==> config.mk <==
export PLATFORM = sky130hd
export DESIGN_NAME = uart_tx_arbiter
export DESIGN_NICKNAME = d
export VERILOG_FILES = /design/src/rtl/uart_tx_arbiter.sv
export SDC_FILE = /design/constraint.sdc
export NUM_CORES = 1
export LEC_CHECK = 0
export ABC_AREA = 1
export BUFFER_PORTS_ARGS = -buffer_cell sky130_fd_sc_hd__buf_2
export CAP_MARGIN = 30
export CORE_MARGIN = 5
export CORE_UTILIZATION = 56
export CTS_BUF_LIST = sky130_fd_sc_hd__clkbuf_8
export DETAILED_ROUTE_END_ITERATION = 10
export PLACE_DENSITY = 0.83
export SLEW_MARGIN = 20
export SYNTH_ARGS = -nofsm -noshare
export SYNTH_HDL_FRONTEND = slang
export SYNTH_SLANG_ARGS = --single-unit
export TNS_END_PERCENT = 20
==> constraint.sdc <==
create_clock -name clk -period 3.2 [get_ports clk]
set_input_delay 0.16 -clock clk [delete_from_list [all_inputs] [get_ports clk]]
set_output_delay 0.16 -clock clk [all_outputs]
set_load 0.05 [all_outputs]
==> src/rtl/uart_tx_arbiter.sv <==
// uart_tx_arbiter
//   Shares one UART transmitter between NUM_REQ requesters. A round-robin
//   arbiter picks one pending request while the arbiter is idle and the UART
//   is free. It then captures that requester's character, launches it with a
//   one-cycle enable pulse, and waits for the UART busy flag to rise and
//   fall. If busy never rises within START_TIMEOUT cycles, the transfer is
//   abandoned with an error pulse.
//
// Ports
//   clk          clock, all state changes on the rising edge
//   reset        asynchronous active-low reset
//   req          per-requester request level, held until granted
//   req_data     requester k's character in bits [k*W +: W]
//   grant        one-hot, one-cycle pulse: request accepted, data captured
//   done         one-hot, one-cycle pulse: granted character fully sent
//   uart_enable  one-cycle start pulse to the UART transmitter
//   uart_data    character to the UART, stable from grant until the next grant
//   uart_busy    UART transmitter busy flag
//   arb_busy     high whenever the arbiter is not idle
//   tx_error     one-cycle pulse when the UART never reports busy after enable
//   last_id      index of the most recent grant
module uart_tx_arbiter #(
    parameter int NUM_REQ          = 4,
    parameter int INPUT_DATA_WIDTH = 8,
    parameter int START_TIMEOUT    = 15
) (
    input  logic                                clk,
    input  logic                                reset,
    input  logic [NUM_REQ-1:0]                  req,
    input  logic [NUM_REQ*INPUT_DATA_WIDTH-1:0] req_data,
    output logic [NUM_REQ-1:0]                  grant,
    output logic [NUM_REQ-1:0]                  done,
    output logic                                uart_enable,
    output logic [INPUT_DATA_WIDTH-1:0]         uart_data,
    input  logic                                uart_busy,
    output logic                                arb_busy,
    output logic                                tx_error,
    output logic [$clog2(NUM_REQ)-1:0]          last_id
);

    localparam int ID_W  = $clog2(NUM_REQ);
    localparam int CNT_W = $clog2(START_TIMEOUT + 1);

    typedef enum logic [1:0] {
        IDLE,
        LAUNCH,
        WAIT_BUSY,
        WAIT_DONE
    } state_t;

    state_t                        state;
    logic   [CNT_W-1:0]            cnt;

    logic   [ID_W-1:0]             idx;
    logic   [ID_W-1:0]             win_id;
    logic                          win_vld;
    logic   [INPUT_DATA_WIDTH-1:0] win_data;

    // Round-robin search: start one past the last winner and walk upward with
    // wrap, so the previous winner is checked last.
    always_comb begin
        idx      = '0;
        win_id   = '0;
        win_vld  = 1'b0;
        win_data = '0;
        for (int i = 1; i <= NUM_REQ; i++) begin
            idx = ID_W'((int'(last_id) + i) % NUM_REQ);
            if (!win_vld && req[idx]) begin
                win_vld  = 1'b1;
                win_id   = idx;
                win_data = req_data[int'(idx)*INPUT_DATA_WIDTH +: INPUT_DATA_WIDTH];
            end
        end
    end

    assign arb_busy = (state != IDLE);

    always_ff @(posedge clk or negedge reset) begin
        if (!reset) begin
            state       <= IDLE;
            cnt         <= '0;
            grant       <= '0;
            done        <= '0;
            uart_enable <= 1'b0;
            tx_error    <= 1'b0;
            uart_data   <= '0;
            last_id     <= ID_W'(NUM_REQ - 1);
        end else begin
            // Pulse outputs default low; each state raises at most one.
            grant       <= '0;
            done        <= '0;
            uart_enable <= 1'b0;
            tx_error    <= 1'b0;
            case (state)
                IDLE: begin
                    if (win_vld && !uart_busy) begin
                        grant     <= NUM_REQ'(1) << win_id;
                        uart_data <= win_data;
                        last_id   <= win_id;
                        state     <= LAUNCH;
                    end
                end
                LAUNCH: begin
                    // Hold off the start pulse while the UART is still busy.
                    if (!uart_busy) begin
                        uart_enable <= 1'b1;
                        cnt         <= '0;
                        state       <= WAIT_BUSY;
                    end
                end
                WAIT_BUSY: begin
                    if (uart_busy) begin
                        state <= WAIT_DONE;
                    end else if (cnt == CNT_W'(START_TIMEOUT - 1)) begin
                        // Error pulse lands START_TIMEOUT cycles after enable.
                        tx_error <= 1'b1;
                        cnt      <= '0;
                        state    <= IDLE;
                    end else begin
                        cnt <= cnt + 1'b1;
                    end
                end
                WAIT_DONE: begin
                    if (!uart_busy) begin
                        done  <= NUM_REQ'(1) << last_id;
                        state <= IDLE;
                    end
                end
                default: state <= IDLE;
            endcase
        end
    end

endmodule
==> metrics.md <==
| Metric | Value |
|---|---|
| Outcome | completed |
| Hold endpoint | uart_enable$_DFF_PN0_ |
| Initial antenna violation count | 0 |
| Post-Syn Area | 0.00241 mm² |
| Switch share | 58.8% |
| 1st-iter DRT viols | 99 |
| Sequential area share after synthesis | 27.1% |
| Post-Syn Instances | roughly 370 |
| I/O Pins | 60 |
| R2R depth | 12 |
| First-pass GRT wire length | roughly 9.8 mm |
| Post-route cell area | around 0.0028 mm² |
| Final HPWL DP | 4.60 mm |
| Launch point of the worst hold path | uart_busy |
| Slowest-stage cell, CP | dfstp_2 |
| Clock share of power | 6.4% |
| Worst R2R End | uart_data[1]$_DFFE_PN0P_ |
| Max Buffers Root-to-Sink | 2 |
| Slew Viols, Final | 0 |
| Most frequent cells in the layout | 142 x nand2_1, 59 x buf_2, 52 x o21ai_0 |
| Nets@finish | between 400 and 500 |
| 1st-pass router iterations | 4 |
| # setup viols final | 0 |
| # Max-Cap Violations | 0 |
| Final setup TNS | 0 ps |
| Vias per cell | between 5 and 6 |
| DRT antenna net count | 0 |
| Synth Area in Compound Gates | 12.4% |
| Critical setup path kind | reg -> reg |
| Clk_lat worst skew | ~260 ps |
| Fraction of layout cells with a size suffix above 1 | 20.8% |
| Family with the most delay on the worst path | simple AND/OR/NAND/NOR gates |
| Avg Cell Area, Syn | 6.46 µm² |
| Slew headroom | between 60% and 70% |
| CTS sink count | 26 |
| Starting density of the core | 58.9% |
| Setup crit start kind | flip-flop |
| Max Fclk | 387 MHz |
| Non-filler cells in the finished layout | 474 |
| Post-synthesis mux area share | 6.65% |
| CP required | about 3400 ps |
| TritonCTS clock tree | built |
| Worst vdd ir | ~450 µV |
| Number of fillers in the final layout | 376 |
| Critical Path Max Stage Delay | 550 ps |
| GPL Wtd Cong | 0.914 |
| GRT met2 Usage | 40.5% |
| Worst setup EP type | flip-flop |
| Post-CTS Hold Buffers | 1 |
| Core Box Area | 0.00409 mm² |
| Met1 usage in global routing | 26.4% |
| Yosys Warn Count | 0 |
| WHS Path Cells | 2 |
| Syn_nets | 418 |
| Root Driver | clkbuf_8 |
| Buf+Inv Stages, Crit Path | 4 |
| Crit path DAT | 2740 ps |
| Post_cts resized | 0 |
| CP Max Fanout | 19 |
| Most used routing layer | met2 |
| Port Buf Inserts | 59 |
| Post-Synth XOR/XNOR Area | less than 1% |
| Register area | around 650 µm² |
| Post-route DRC | 0 |
| Leakage | 1.51 nW |
| Sw power | 1.87 mW |
| Vias | 2544 |
| Global-route usage over all layers | 21.7% |
| Comb power frac | 77.6% |
| Inst Count DP | 469 |
| Diode count | 0 |
| RR Startpoint | last_id[0]$_DFFE_PN1P_ |
| Power Density | 1150 mW/mm² |
| Gr ovfl total | 0 |
| M3 GR Usage | 2.90% |
| Total setup buffers inserted after CTS | 0 |
| Row cnt | 23 |
| Hold Fails Final Rpt | 0 |
| Clk_skew | about 2.2 ps |
| Flop pwr share | around 16% |
| Most common library cell in the layout ignoring fill and taps | nand2_1 |
| RSZ-0062 raised after global routing | no |
| Hold crit path type | in -> reg |
| DR WL/cell | 12.5 µm |
| Routed wire length | 5.93 mm |
| Main combinational cell family by area after synthesis | simple AND/OR/NAND/NOR gates |
| Clock slew at reported path FFs | 80 ps |
| Vias in the first global route | 2336 |
| Reg2reg setup slack | 620 ps |
| Die Wd | 75.6 µm |
| Syn-to-layout area delta | 14.4% |
| FF+latch count, synth | 26 |
| CP Cell Sequence | inv_2 > ha_1 > inv_2 > nand2_2 > nand2_4 > inv_1 > nand4_1 > nand2_1 > nor2_4 > inv_2 > nand2_1 > nand2_1 |
| Die Y-Extent | 75.6 µm |
| Largest net degree at the start of global routing | between 60 and 70 |
| Die ar. | 0.00571 mm² |
| P_int | between 1 and 1.5 mW |
| Min Hold Slack | 124 ps |
| Worst Max-Slew Pin Slew | 568 ps |
| Final period utilization | 80.7% |
| Area occupied by multi-input gates | between 0.0015 and 0.002 mm² |
| CTS buffer count | 3 |
| H-tree lvl count | 1 |
| Post-Synth Simple-Gate Area | around two fifths |
| Post-synthesis adder-cell area fraction | 3.12% |
| Post-synthesis cell type count | 31 |
| Minimum clock period | 2580 ps |
| Placed instance area | 0.00269 mm² |
-- final cells by class --
cell class              count  share of cell area (%)
multi-input cells         293                    54.6
flip-flops and latches     26                    23.7
repair buffers             65                    12.4
inverters                  36                    5.00
well taps                  50                    2.27
clock buffers               4                    2.00
-- power groups by stage --
| stage | registers, mW | logic, mW | clock network, mW |
|---|---|---|---|
| 2_1_floorplan | 0.794 | 1.74 | 0 |
| 3_3_place_gp | 0.509 | 2.40 | 0 |
| 3_5_place_dp | 0.511 | 2.45 | 0 |
| 4_1_cts | 0.508 | 2.46 | 0.206 |
| 5_1_grt | 0.518 | 2.75 | 0.217 |
| 6_report | 0.507 | 2.47 | 0.205 |
-- sequential cells by signal, summed over array words and instances, names as in the netlist --
signal       count
tx_error         1
uart_enable      1
grant            4
cnt              4
done             4
uart_data        8
state            2
last_id          2
-- per-layer routing --
| layer | vias up | wire (µm) | part of all wire, % |
|---|---|---|---|
| met3 | 10 | 301 | 5.1 |
| met1 | 1166 | 2560 | 43 |
| met4 | 0 | 100 | 1.7 |
| met2 | 64 | 2970 | 50 |
| met5 | - | 0 | 0 |
| li1 | 1304 | - | - |
-- synth_stat cells --
| cell type | instances | share of area (%) |
|---|---|---|
| inv_2 | 3 | 0.47 |
| nor2_1 | 15 | 2.3 |
| buf_6 | 4 | 1.9 |
| a21oi_1 | 3 | 0.62 |
| clkbuf_1 | 3 | 0.47 |
| nor3_1 | 1 | 0.21 |
| o21ai_0 | 52 | 11 |
| nand2_2 | 4 | 1.0 |
| o21ai_1 | 2 | 0.42 |
| dfrtp_1 | 24 | 25 |
| nor2_4 | 3 | 1.4 |
| and2_1 | 8 | 2.1 |
| nand3_2 | 3 | 1.2 |
| mux2i_1 | 16 | 6.6 |
| inv_1 | 32 | 5.0 |
| nor3_4 | 1 | 0.68 |
| inv_4 | 1 | 0.26 |
| xor2_1 | 1 | 0.36 |
| dfstp_2 | 2 | 2.2 |
| nand2_1 | 142 | 22 |
| ha_1 | 6 | 3.1 |
| nand4_1 | 13 | 3.4 |
| o22ai_1 | 1 | 0.26 |
| nand2_4 | 2 | 0.93 |
| xnor2_1 | 1 | 0.36 |
| clkbuf_4 | 1 | 0.31 |
| nand3_1 | 16 | 3.3 |
| nand4_2 | 1 | 0.52 |
| buf_2 | 10 | 2.1 |
| a21boi_0 | 1 | 0.31 |
| nor4_1 | 1 | 0.26 |
-- logic make-up after synthesis --
kind of cell               after synthesis
AOI/OAI and AO/OA                       59
xor gates and xnor gates                 2
DFF                                     26
adders and majority gates                6
muxes                                   16
and+or+nand+nor                        210
buffers and inverters                   54
-- metrics by stage --
stage / power (mW) / setup slack, ps / util [%]
finish: 3.18 / 618 / 67.4
detailed placement: 2.97 / 669 / 65.8
global placement: 2.91 / 795 / 65.8
CTS: 3.17 / 657 / 67.4
global route: 3.49 / 435 / 67.4
floorplan: 2.54 / 683 / -
-- worst max path at each step --
stage,from,end,slack (ps),cells past startpoint
3_5_place_dp,last_id[0]$_DFFE_PN1P_,uart_data[3]$_DFFE_PN0P_,670,12
4_1_cts,last_id[0]$_DFFE_PN1P_,uart_data[1]$_DFFE_PN0P_,660,12
3_3_place_gp,last_id[0]$_DFFE_PN1P_,uart_data[4]$_DFFE_PN0P_,800,11
2_1_floorplan,last_id[1]$_DFFE_PN1P_,last_id[1]$_DFFE_PN1P_,680,14
6_report,last_id[0]$_DFFE_PN1P_,uart_data[1]$_DFFE_PN0P_,620,12
5_1_grt,last_id[0]$_DFFE_PN1P_,uart_data[1]$_DFFE_PN0P_,430,12
Power figures use the tool's default switching activity.
